File: src/rtl/log_lut_stream_loader_if.sv
// Stream-in and LUT-write-out signal bundle for the log LUT loader.
// slave is the loader's view; master is the host/consumer side.
interface log_lut_stream_loader_if #(
    parameter int unsigned FLOAT_LEN = 16
);
    logic                 s_valid;
    logic                 s_ready;
    logic [FLOAT_LEN-1:0] s_data;
    logic                 s_last;

    logic                 lut_wr_en;
    logic [FLOAT_LEN-1:0] log2_lut_data_in0;
    logic [FLOAT_LEN-1:0] log2_lut_data_in1;
    logic [FLOAT_LEN-1:0] exp2_lut_data_in;

    modport master (
        output s_valid,
        output s_data,
        output s_last,
        input  s_ready,
        input  lut_wr_en,
        input  log2_lut_data_in0,
        input  log2_lut_data_in1,
        input  exp2_lut_data_in
    );

    modport slave (
        input  s_valid,
        input  s_data,
        input  s_last,
        output s_ready,
        output lut_wr_en,
        output log2_lut_data_in0,
        output log2_lut_data_in1,
        output exp2_lut_data_in
    );
endinterface

File: src/rtl/log_lut_stream_loader.sv
// Packs a host word stream into {log2 t0, log2 t1, exp2} triplets and writes them
// sequentially into the log-domain unit's LUTs, one write pulse per triplet.
module log_lut_stream_loader #(
    parameter int unsigned FLOAT_LEN = 16,
    parameter int unsigned LUT_SIZE  = 128
) (
    input  logic                      clk,
    input  logic                      rst_n,
    input  logic                      start,
    log_lut_stream_loader_if.slave    bus,
    output logic                      busy,
    output logic                      load_done,
    output logic                      load_err,
    output logic [$clog2(LUT_SIZE):0] wr_count
);
    localparam int unsigned CntW = $clog2(LUT_SIZE) + 1;

    typedef enum logic [2:0] {StIdle, StLoad, StFlush, StDone, StErr} state_e;

    state_e               state_q, state_d;
    logic [1:0]           phase_q, phase_d;
    logic [FLOAT_LEN-1:0] stage0_q, stage0_d;
    logic [FLOAT_LEN-1:0] stage1_q, stage1_d;
    logic [FLOAT_LEN-1:0] data0_q, data0_d;
    logic [FLOAT_LEN-1:0] data1_q, data1_d;
    logic [FLOAT_LEN-1:0] data2_q, data2_d;
    logic                 wr_en_q, wr_en_d;
    logic [CntW-1:0]      wr_count_q, wr_count_d;
    logic                 last_q, last_d;

    always_ff @(posedge clk or negedge rst_n) begin
        if (!rst_n) begin
            state_q    <= StIdle;
            phase_q    <= '0;
            stage0_q   <= '0;
            stage1_q   <= '0;
            data0_q    <= '0;
            data1_q    <= '0;
            data2_q    <= '0;
            wr_en_q    <= 1'b0;
            wr_count_q <= '0;
            last_q     <= 1'b0;
        end else begin
            state_q    <= state_d;
            phase_q    <= phase_d;
            stage0_q   <= stage0_d;
            stage1_q   <= stage1_d;
            data0_q    <= data0_d;
            data1_q    <= data1_d;
            data2_q    <= data2_d;
            wr_en_q    <= wr_en_d;
            wr_count_q <= wr_count_d;
            last_q     <= last_d;
        end
    end

    always_comb begin
        state_d    = state_q;
        phase_d    = phase_q;
        stage0_d   = stage0_q;
        stage1_d   = stage1_q;
        data0_d    = data0_q;
        data1_d    = data1_q;
        data2_d    = data2_q;
        wr_en_d    = 1'b0;
        wr_count_d = wr_count_q;
        last_d     = last_q;

        unique case (state_q)
            StIdle, StDone, StErr: begin
                if (start) begin
                    state_d    = StLoad;
                    phase_d    = '0;
                    wr_count_d = '0;
                end
            end
            StLoad: begin
                if (bus.s_valid) begin
                    case (phase_q)
                        2'd0: begin
                            stage0_d = bus.s_data;
                            phase_d  = 2'd1;
                        end
                        2'd1: begin
                            stage1_d = bus.s_data;
                            phase_d  = 2'd2;
                        end
                        default: begin
                            data0_d    = stage0_q;
                            data1_d    = stage1_q;
                            data2_d    = bus.s_data;
                            wr_en_d    = 1'b1;
                            wr_count_d = wr_count_q + CntW'(1);
                            phase_d    = 2'd0;
                        end
                    endcase
                    // The final triplet goes through FLUSH so its pulse lands before DONE/ERR.
                    if (phase_q == 2'd2 && wr_count_q == CntW'(LUT_SIZE - 1)) begin
                        state_d = StFlush;
                        last_d  = bus.s_last;
                    end else if (bus.s_last) begin
                        state_d = StErr;
                    end
                end
            end
            StFlush: state_d = last_q ? StDone : StErr;
            default: state_d = StIdle;
        endcase
    end

    assign bus.s_ready           = (state_q == StLoad);
    assign bus.lut_wr_en         = wr_en_q;
    assign bus.log2_lut_data_in0 = data0_q;
    assign bus.log2_lut_data_in1 = data1_q;
    assign bus.exp2_lut_data_in  = data2_q;

    assign busy      = (state_q == StLoad) || (state_q == StFlush);
    assign load_done = (state_q == StDone);
    assign load_err  = (state_q == StErr);
    assign wr_count  = wr_count_q;
endmodule

File: src/flat_wrapper.sv
// flat-port wrapper written by rule: the top's interface ports become plain ports
module log_lut_stream_loader_flat 
#(
    parameter int unsigned FLOAT_LEN = 16,
    parameter int unsigned LUT_SIZE  = 128
)
  (clk, rst_n, start, busy, load_done, load_err, wr_count, bus_s_valid, bus_s_data, bus_s_last, bus_s_ready, bus_lut_wr_en, bus_log2_lut_data_in0, bus_log2_lut_data_in1, bus_exp2_lut_data_in);
  log_lut_stream_loader_if #(.FLOAT_LEN(FLOAT_LEN)) bus_i ();
  input  logic clk;
  input  logic rst_n;
  input  logic start;
  output logic busy;
  output logic load_done;
  output logic load_err;
  output logic [$clog2(LUT_SIZE):0] wr_count;
  input wire logic [$bits(bus_i.s_valid)-1:0] bus_s_valid;
  input wire logic [$bits(bus_i.s_data)-1:0] bus_s_data;
  input wire logic [$bits(bus_i.s_last)-1:0] bus_s_last;
  output wire logic [$bits(bus_i.s_ready)-1:0] bus_s_ready;
  output wire logic [$bits(bus_i.lut_wr_en)-1:0] bus_lut_wr_en;
  output wire logic [$bits(bus_i.log2_lut_data_in0)-1:0] bus_log2_lut_data_in0;
  output wire logic [$bits(bus_i.log2_lut_data_in1)-1:0] bus_log2_lut_data_in1;
  output wire logic [$bits(bus_i.exp2_lut_data_in)-1:0] bus_exp2_lut_data_in;
  assign bus_i.s_valid = bus_s_valid;
  assign bus_i.s_data = bus_s_data;
  assign bus_i.s_last = bus_s_last;
  assign bus_s_ready = bus_i.s_ready;
  assign bus_lut_wr_en = bus_i.lut_wr_en;
  assign bus_log2_lut_data_in0 = bus_i.log2_lut_data_in0;
  assign bus_log2_lut_data_in1 = bus_i.log2_lut_data_in1;
  assign bus_exp2_lut_data_in = bus_i.exp2_lut_data_in;
  log_lut_stream_loader #(.FLOAT_LEN(FLOAT_LEN), .LUT_SIZE(LUT_SIZE)) u_core (.clk(clk), .rst_n(rst_n), .start(start), .bus(bus_i), .busy(busy), .load_done(load_done), .load_err(load_err), .wr_count(wr_count));
endmodule
File: config.mk
export PLATFORM = sky130hd
export DESIGN_NAME = log_lut_stream_loader_flat
export DESIGN_NICKNAME = d
export VERILOG_FILES = /design/src/rtl/log_lut_stream_loader_if.sv /design/src/rtl/log_lut_stream_loader.sv /design/src/flat_wrapper.sv
export SDC_FILE = /design/constraint.sdc
export NUM_CORES = 1
export LEC_CHECK = 0
export BUFFER_PORTS_ARGS = -buffer_cell sky130_fd_sc_hd__buf_2
export CAP_MARGIN = 40
export CORE_UTILIZATION = 56
export CTS_BUF_LIST = sky130_fd_sc_hd__clkbuf_8
export DETAILED_ROUTE_END_ITERATION = 10
export GPL_TIMING_DRIVEN = 0
export PLACE_DENSITY = 0.91
export SLEW_MARGIN = 20
export SYNTH_ARGS = -nofsm -noshare
export SYNTH_HDL_FRONTEND = slang
export SYNTH_SLANG_ARGS = --single-unit
File: constraint.sdc
create_clock -name clk -period 1.9 [get_ports clk]
set_input_delay 0.38 -clock clk [delete_from_list [all_inputs] [get_ports clk]]
set_output_delay 0.38 -clock clk [all_outputs]
set_load 0.01 [all_outputs]
### Word-level counts from Yosys, hierarchy flattened

Cells that the tools add are included.

| cells by class | value |
|---|---|
| bitwise logic cells | 1 |
| shift operators | 0 |
| $lt $le $gt $ge | 0 |
| muxes and demuxes | 17 |
| $mul | 0 |
| add/subtract/negate cells | 1 |
| eq/ne operators | 11 |
| reductions and logical operators | 14 |
| divide/modulo/power cells | 0 |

Operator list:

| kind | number |
|---|---|
| $mux W8 | 3 |
| $reduce_and A3 Y1 | 6 |
| $pmux W8 S2 | 1 |
| $mux W3 | 5 |
| $pmux W3 S3 | 1 |
| $add A8 B1 Y8 const B | 1 |
| $eq A8 B7 Y1 const B | 1 |
| $pmux W2 S2 | 2 |
| $eq A3 B2 Y1 const B | 2 |
| $ne A2 B2 Y1 const B | 3 |
| $mux W2 | 2 |
| $reduce_and A4 Y1 | 1 |
| $eq A3 B1 Y1 const B | 1 |
| $eq A3 B3 Y1 const B | 1 |
| $logic_not A3 Y1 | 1 |
| $mux W1 | 3 |
| $ne A3 B2 Y1 const B | 1 |
| $reduce_or A3 Y1 | 1 |
| $eq A2 B1 Y1 const B | 1 |
| $eq A2 B2 Y1 const B | 1 |
| $logic_not A2 Y1 | 1 |
| $reduce_bool A2 Y1 | 1 |
| $reduce_or A2 Y1 | 1 |
| $logic_and A1 B1 Y1 | 1 |
| 2 further kinds | 2 |

| storage, ports and cells | value |
|---|---|
| word-level logic and storage cells | 54 |
| memories | 0 |
| RAM bits | 0 |
| ROM bits | 0 |
| input bits | 21 |
| bits in latches | 0 |
| register bits | 95 |

### Longest topological paths before layout

Gate-level depths: netlist of run 1.

| logic depth | value |
|---|---|
| depth after elaboration | 5 |
| depth in mapped cells | 8 |
| mapped depth without buffers | 7 |

### Worst setup path before layout of run 1

Ideal clock, no wire load.

| timing | value |
|---|---|
| path type | flip-flop to flip-flop |
| start | register u_core.state_q[1] |
| end | register u_core.stage0_q[10] |
| buffers on the path | 1 |
| library setup time | 0.125 ns |
| cell stages (with the launch flop) | 8 |
| slack | 0.191 ns |
| data required time | 1.775 ns |
| data arrival time | 1.585 ns |
| cell sequence | dfrtp_1 -> nand2b_4 -> nand2b_4 -> clkinv_4 -> nand2_2 -> nor3_4 -> buf_6 -> mux2_2 |

| on the way | value |
|---|---|
| cells in the longest elaborated chain, start to end | 2 |

Ends and longest elaborated chain:

| what | RTL line | RTL |
|---|---|---|
| start: declaration | log_lut_stream_loader.sv:20 | `state_e state_q, state_d;` |
| start signal: assignment | log_lut_stream_loader.sv:33 | `state_q <= StIdle;` |
| start signal: assignment | log_lut_stream_loader.sv:44 | `state_q <= state_d;` |
| $eq A3 B1 Y1 | n/a |  |
| named net bus_s_ready | flat_wrapper.sv:19 | `output wire logic [$bits(bus_i.s_ready)-1:0] bus_s_ready;` |
| $reduce_and A3 Y1 (no line) | n/a |  |
| end signal: assignment | log_lut_stream_loader.sv:46 | `stage0_q <= stage0_d;` |
| end: declaration | log_lut_stream_loader.sv:22 | `logic [FLOAT_LEN-1:0] stage0_q, stage0_d;` |

The timed path passes the listed nets, and every way through them passes these cells.
A chain may end at the register's enable or synchronous reset.

### Worst setup path after layout of run 1

| timing | value |
|---|---|
| start | register u_core.state_q[0] |
| end | output port busy |

| on the way | value |
|---|---|
| cells in the longest elaborated chain, start to end | 2 |
| elaborated cells on any way between the ends | 3 |

Ends and longest elaborated chain:

| what | RTL line | RTL |
|---|---|---|
| $eq A3 B1 Y1 / $eq A3 B2 Y1 (equally long branches) | log_lut_stream_loader.sv:117 | `assign busy = (state_q == StLoad) \|\| (state_q == StFlush);` |
| $logic_or A1 B1 Y1 (*) | log_lut_stream_loader.sv:117 |  |
| end: declaration | flat_wrapper.sv:12 | `output logic busy;` |

Mark *: on every way between the ends. The rest lies on a longest branch, timed or not.

==> results of run 1 <==
-- Yosys cell counts, types with 2 or more instances --
cell type	n
buf_2	9
a31oi_1	2
nor3b_1	2
nand2b_1	3
and3_1	2
a21o_1	4
inv_2	2
and2_1	2
nor2_1	5
nand3_1	6
dfrtp_1	95
nand2_1	151
nand2b_4	2
clkbuf_1	5
o211ai_1	4
o21ai_0	2
mux2_2	35
a22o_1	3
nor3_1	4
-- power by group through the flow --
stage,Sequential [mW],Clock [mW],Combinational [mW]
2_1_floorplan,3.47,0,1.23
3_3_place_gp,3.30,0,2.17
3_5_place_dp,3.34,0,2.29
4_1_cts,3.32,1.52,2.32
5_1_grt,3.41,1.60,2.52
6_report,3.33,1.51,2.29
-- worst max-delay path: cells and delay by family, from the launching register on --
| kind | cells | cell delay [ns] |
|---|---|---|
| flops | 1 | 0.41 |
| buf+inv | 2 | 0.33 |
| simple gates | 1 | 0.18 |
| compound gates | 1 | 0.15 |
-- state kept, by name, summed over array words and instances, names as in the netlist --
signal	flops
u_core.bus.exp2_lut_data_in	16
u_core.bus.log2_lut_data_in0	16
u_core.bus.log2_lut_data_in1	16
u_core.stage0_q	16
u_core.stage1_q	16
u_core.wr_count	8
u_core.state_q	3
u_core.phase_q	2
u_core.bus.lut_wr_en	1
u_core.last_q	1
-- cells by family (layout without fill, tap and decap cells) --
| group | after synthesis | after routing | synth area share |
|---|---|---|---|
| AND/OR/NAND/NOR | 185 | 185 | 0.209 |
| AO/OA/AOI/OAI | 24 | 24 | 0.0471 |
| multiplexers | 36 | 36 | 0.104 |
| adder cells (fa/ha/maj) | 1 | 1 | 0.00323 |
| flip-flops | 95 | 95 | 0.613 |
| buffers and inverters | 18 | 118 | 0.0236 |
-- timing repair --
item                                   in CTS  in global routing
endpoints found under the hold margin      42                  0
setup endpoints to repair                   9                  0
setup buffers                               1                  0
hold buffers                                1                  0
-- metrics by stage --
step | hold slack (ns) | instance area [sq um]
final | 0.247 | 4660
after global routing | 0.251 | 4660
after CTS | 0.243 | 4660
after detailed placement | 0.323 | 4410
after global placement | 0.446 | 4380
after floorplan | 0.0844 | 3880
-- per-layer routing --
metal  global-route usage  part of all wire  vias up
li1                     -                 -     1365
met1                0.336              0.42     1439
met2                0.424              0.49      114
met3               0.0564             0.070       16
met4                0.103             0.017        0
met5                    0                 0        -
-- final timing paths --
| path | from | end | slack [ns] | cells past startpoint |
|---|---|---|---|---|
| worst max-delay path | u_core.state_q[0]$_DFFE_PN0P_ | busy | 0.08 | 4 |
| worst min-delay path | bus_s_data[2] | u_core.bus.exp2_lut_data_in[2]$_DFFE_PN0P_ | 0.25 | 3 |
| worst max register to register | u_core.state_q[2]$_DFFE_PN0P_ | u_core.stage1_q[12]$_DFFE_PN0P_ | 0.12 | 6 |
| worst min register to register | u_core.bus.exp2_lut_data_in[1]$_DFFE_PN0P_ | u_core.bus.exp2_lut_data_in[1]$_DFFE_PN0P_ | 0.47 | 2 |
| max in group asynchronous | rst_n | u_core.bus.exp2_lut_data_in[15]$_DFFE_PN0P_ | 0.82 | 3 |
| min in group asynchronous | rst_n | u_core.wr_count[1]$_DFFE_PN0P_ | 0.50 | 2 |
-- final cells by class --
class / instances / area (sq um) / share of cell area
plain buffers: 15 / 75.1 / 0.0161
clock buffers: 11 / 151 / 0.0325
clock inverters: 5 / 78.8 / 0.0169
inverters: 3 / 16.3 / 0.00349
multi-input cells: 246 / 1410 / 0.302
flip-flops and latches: 95 / 2380 / 0.510
well taps: 77 / 96.3 / 0.0207
repair buffers: 84 / 457 / 0.0980
==> results.md, run 1 <==
* Commonest non-fill, non-tap cell in the layout: nand2_1
* Count of cell types in the netlist at 40
* Synthesis-stage register bit count at 95
* GRT overflow at 0
* Mapped Area at 3880 sq um
* Synth Flop Type: dfrtp_1
* Routed via count at 2934
* Power Internal at 4.70 mW
* Die area at 7260 sq um
* Clk sink count at 95
* # fillers at roughly 470
* Core area at around 6500 sq um
* Largest net degree at the start of global routing at 54
* Seq/Total Area, Yosys at 0.613
* Setup CP Type: reg -> out
* N_diodes at 0
* Synth Area per Inst at around 11 sq um
* Ratio of cells with drive above 1 in the final layout at 0.336
* F_max at 0.550 GHz
* VDD IR-drop max at 0.000852 V
* All-Layer GR Usage at 0.258
* Synth-to-Final Area Change at 20.2%
* Syn_nets at 381
* Die X at 85.2 um
* Final hold viol count at 0
* Fin crit share at 0.957
* Post-DP HPWL at 6.02 mm
* Root buffer cell: clkbuf_8
* Placed Instances at 518
* Total wire length at 8.76 mm
* Worst Setup Slack post-DPL at -0.0266 ns
* Critical Path End Type: primary output
* DRT Pass-1 Iters at 4
* Most frequent cells in the layout: 151 x nand2_1, 95 x dfrtp_1, 89 x buf_2, 35 x mux2_2, 11 x clkbuf_8
* CP max stage cell: dfrtp_1
* Initial DRC Count at between 150 and 200
* Synth top area cells: dfrtp_1 61%, nand2_1 15%, mux2_2 10%
* Pwr Density at roughly 1500 nW/um^2
* RSZ-0062 raised after global routing: no
* GP Congestion at 0.877
* Clk_lat worst skew at 0.35 ns
* Startpoint types: flop
* Setup TNS at 0 ns
* Biggest area consumer among synthesized cells: dfrtp_1
* Relative slew slack at 0.608
* Leakage at 2.58 nW
* EDFF count, synth at 0
* CP Max Fanout at 10
* Arr. time, crit path at 1.44 ns
* Layout Cells excl Fill at 536
* Residual DRC count at 0
* Slew at the pin closest to its max-slew limit at a little under 0.6 ns
* CTS buffer count at 9
* Worst EP required at ~1.5 ns
* Initial Utilization at 0.594
* Worst Hold Class: in -> reg
* Final ANT Viol Nets at 0
* Layout Nets at 476
* First-pass GRT wire length at 14.2 mm
* Crit path cell chain: buf_2, nand2b_1, a21oi_1, buf_2
* Max stage delay on crit path at about 0.4 ns
* Port Buffer Count at 81
* WL/cell at 16.3 um
* Max-cap violations at 0
* Synth Instances at 359
* Gate power share at 0.322
* Final Util at 0.714
* Ys async rst share at 1.00
* Sw power at 2.43 mW
* H-tree Lvls at 3
* Rows at 29
* Most used cell, CP: buf_2
* # IOs at 82
* Final Max Tran Viols at 0
* Skew final at 0.00655 ns
* Switching Share at 0.340
* Max Root-Sink Buffers at 2
* Min Clock Period, post-route at 1.82 ns
* Clk slew on worst S/H paths at 0.09 ns
* Tot Pwr at between 7 and 8 mW
* TritonCTS clock tree: built
* Final setup margin at 0.0808 ns
* Setup violations, final at 0
* Top-area cell type share of the netlist area at 0.613
* Count of yosys warnings during synthesis at 0
* Status: finished, final reports clean
* Part of the power in registers at 0.466
* Clock share of power at 0.212
* Die Y at 85.2 um
* Vias in the first global route at 2929
* Initial antenna violation count at 0
* Number of vias per cell at 5.47
* CTS resizes at 0
(Power assumes the default switching activity.)
==> inputs of run 2 (changes only) <==
--- a/config.mk
+++ b/config.mk
@@ -7,11 +7,12 @@
 export LEC_CHECK = 0
 export BUFFER_PORTS_ARGS = -buffer_cell sky130_fd_sc_hd__buf_2
 export CAP_MARGIN = 40
-export CORE_UTILIZATION = 56
+export CORE_UTILIZATION = 51
 export CTS_BUF_LIST = sky130_fd_sc_hd__clkbuf_8
 export DETAILED_ROUTE_END_ITERATION = 10
 export GPL_TIMING_DRIVEN = 0
-export PLACE_DENSITY = 0.91
+export PLACE_DENSITY = 0.87
+export RECOVER_POWER = 25
 export SLEW_MARGIN = 20
 export SYNTH_ARGS = -nofsm -noshare
 export SYNTH_HDL_FRONTEND = slang
==> constraint.sdc (replaced) <==
create_clock -name clk -period 1.6 [get_ports clk]
set_input_delay 0.32 -clock clk [delete_from_list [all_inputs] [get_ports clk]]
set_output_delay 0.32 -clock clk [all_outputs]
set_load 0.01 [all_outputs]
==> run 2 against run 1 <==
Effect of this change: the run now ends with negative setup slack left; combinational power rose by 45%; first-iteration DRC count rose by 26%; clock skew rose by 0.0037 ns; sequential power rose by 18%; count of clock-buffer cells in the layout fell by 2; non-clock buffer count rose by 17; largest cell class unchanged; largest power group unchanged; highest routed layer unchanged.
==> results.md, run 2 (synthesized netlist as in run 1, its figures left out) <==
* Final setup margin at -0.0989 ns (was 0.0808 ns)
* Depth of the most critical reg-to-reg path at 7 (was 6)
* Pwr Density at 1770 nW/um^2 (was 1530 nW/um^2)
* Residual DRC count at 0 (unchanged)
* CP startpoint: u_core.state_q[1]$_DFFE_PN0P_ (was u_core.state_q[0]$_DFFE_PN0P_)
* Tot Pwr at 8.83 mW (was 7.13 mW)
* RSZ-0062 raised after global routing: yes (was no)
* Max Root-Sink Buffers at 2 (unchanged)
* Final Util at 0.683 (was 0.714)
* Largest net degree at the start of global routing at 85 (was 54)
* Worst EP required at 1.85 ns (was 1.52 ns)
* Rows at 31 (was 29)
* Critical Path End Type: flop (was primary output)
* Worst Setup Slack post-DPL at -0.369 ns (was -0.0266 ns)
* Slew at the pin closest to its max-slew limit at 0.748 ns (was 0.588 ns)
* Worst setup path end: u_core.stage0_q[15]$_DFFE_PN0P_ (was busy)
* Min Clock Period, post-route at around 1.7 ns
* Total wire length at 9.04 mm (was 8.76 mm)
* Layout Cells excl Fill at 574 (was 536)
* Reg2reg start: u_core.state_q[1]$_DFFE_PN0P_ (was u_core.state_q[2]$_DFFE_PN0P_)
* All-Layer GR Usage at 0.247 (was 0.258)
* Leakage at 2.74 nW (was 2.58 nW)
* Layout Nets at 493 (was 476)
* Commonest non-fill, non-tap cell in the layout: nand2_1 (unchanged)
* Ratio of cells with drive above 1 in the final layout at 0.379 (was 0.336)
* R2r setup slk at -0.1 ns (was 0.12 ns)
* Status: finished with violations (was finished, final reports clean)
* Clk sink count at 95 (unchanged)
* Initial Utilization at 0.532 (was 0.594)
* Placed Instances at 540 (was 518)
* Final Max Tran Viols at 0 (unchanged)
* Post-DP HPWL at 5.75 mm (was 6.02 mm)
* Clk_lat worst skew at 0.36 ns (was 0.35 ns)
* Initial antenna violation count at 0 (unchanged)
* Worst Hold Class: in -> reg (unchanged)
* Routed via count at 2976 (was 2934)
* Setup CP Type: reg -> reg (was reg -> out)
* GP Congestion at 0.869 (was 0.877)
* CTS buffer count at 9 (unchanged)
* # IOs at 82 (unchanged)
* Arr. time, crit path at 1.95 ns (was 1.44 ns)
* Die X at 89.2 um (was 85.2 um)
* Vias in the first global route at 2809 (was 2929)
* Most frequent cells in the layout: 150 x nand2_1, 94 x dfrtp_1, 81 x buf_2, 19 x mux2_2, 16 x mux2_4 (was 151 x nand2_1, 95 x dfrtp_1, 89 x buf_2, 35 x mux2_2, 11 x clkbuf_8)
* CP Max Fanout at 6 (was 10)
* WL/cell at 15.8 um (was 16.3 um)
* Relative slew slack at 0.501 (was 0.608)
* WHS at 0.173 ns (was 0.247 ns)
* Root buffer cell: clkbuf_8 (unchanged)
* Skew final at 0.0102 ns (was 0.00655 ns)
* Startpoint types: flop (unchanged)
* GRT overflow at 0 (unchanged)
* F_max at just under 0.6 GHz
* First-pass GRT wire length at 14.4 mm (was 14.2 mm)
* Clk slew on worst S/H paths at 0.10 ns (was 0.09 ns)
* Initial DRC Count at 210 (was 167)
* Final hold viol count at 0 (unchanged)
* Synth-to-Final Area Change at 28.5% (was 20.2%)
* Die area at 7960 sq um (was 7260 sq um)
* DRT Pass-1 Iters at 5 (was 4)
* H-tree Lvls at 3 (unchanged)
* Max-cap violations at 0 (unchanged)
* Core area at 7290 sq um (was 6530 sq um)
* Number of vias per cell at 5.18 (was 5.47)
* Final ANT Viol Nets at 0 (unchanged)
* Failing checks: negative setup slack
* VDD IR-drop max at 0.00105 V (was 0.000852 V)
* Setup violations, final at 36 (was 0)
* Reg-to-reg endpoint: u_core.stage0_q[15]$_DFFE_PN0P_ (was u_core.stage1_q[12]$_DFFE_PN0P_)
* Port Buffer Count at 81 (unchanged)
* TritonCTS clock tree: built (unchanged)
* Die Y at 89.2 um (was 85.2 um)
* Fin crit share at 1.06
* N_diodes at 0 (unchanged)
-- run 2: worst min-delay path by stage --
stage | end | depth (start not counted) | slack [ns] | startpoint
6_report | u_core.bus.exp2_lut_data_in[12]$_DFFE_PN0P_ | 3 | 0.17 | bus_s_data[12]
5_1_grt | u_core.bus.exp2_lut_data_in[12]$_DFFE_PN0P_ | 3 | 0.16 | bus_s_data[12]
4_1_cts | u_core.bus.exp2_lut_data_in[12]$_DFFE_PN0P_ | 3 | 0.17 | bus_s_data[12]
3_5_place_dp | u_core.bus.log2_lut_data_in0[13]$_DFFE_PN0P_ | 1 | 0.14 | rst_n
3_3_place_gp | u_core.bus.log2_lut_data_in1[9]$_DFFE_PN0P_ | 2 | 0.44 | u_core.stage1_q[9]$_DFFE_PN0P_
2_1_floorplan | u_core.bus.exp2_lut_data_in[0]$_DFFE_PN0P_ | 0 | 0.02 | rst_n
-- run 2: worst max-delay path, cell delays in order, from the launching register on --
cell	delay, ns
dfrtp_1	0.38
nand2b_4	0.15
nand2b_4	0.17
clkinv_8	0.06
nand2_4	0.04
nor3_4	0.26
buf_6	0.21
mux2_4	0.31
-- run 2: layout make-up --
class | count | area (sq um)
Sequential cell | 95 | 2380
Fill cell | 585 | 2310
Multi-Input combinational cell | 246 | 1510
Timing Repair Buffer | 101 | 627
Buffer | 15 | 130
Clock buffer | 9 | 124
Tap cell | 99 | 124
Clock inverter | 6 | 68.8
Inverter | 3 | 26.3
-- run 2: what timing repair did --
action                                  in CTS  in global routing
endpoints found under the setup margin      87                 95
buffers inserted                            14                  3
cloned                                       2                  0
endpoints found under the hold margin       11                  0
gates resized for setup                     48                 11
hold buffers                                 1                  0
pin swaps                                    3                  3
-- run 2: metrics by stage --
stage               area (sq um)  TNS (ns)
floorplan                   3880    -0.915
global placement            4410    -67.73
detailed placement          4450    -10.38
CTS                         4940     -2.34
global route                4980     -8.24
finish                      4980     -1.80
-- run 2: report_power, final --
group | switching [mW] | total [mW] | internal, mW
registers | 0.572 | 3.94 | 3.37
clock network | 0.848 | 1.57 | 0.725
logic | 1.60 | 3.32 | 1.72
-- run 2: metal layers --
| metal | vias to the layer above | part of all wire | GRT usage |
|---|---|---|---|
| li1 | 1403 | - | - |
| met1 | 1461 | 0.44 | 0.339 |
| met2 | 98 | 0.49 | 0.405 |
| met3 | 14 | 0.050 | 0.0406 |
| met4 | 0 | 0.016 | 0.0866 |
| met5 | - | 0 | 0 |
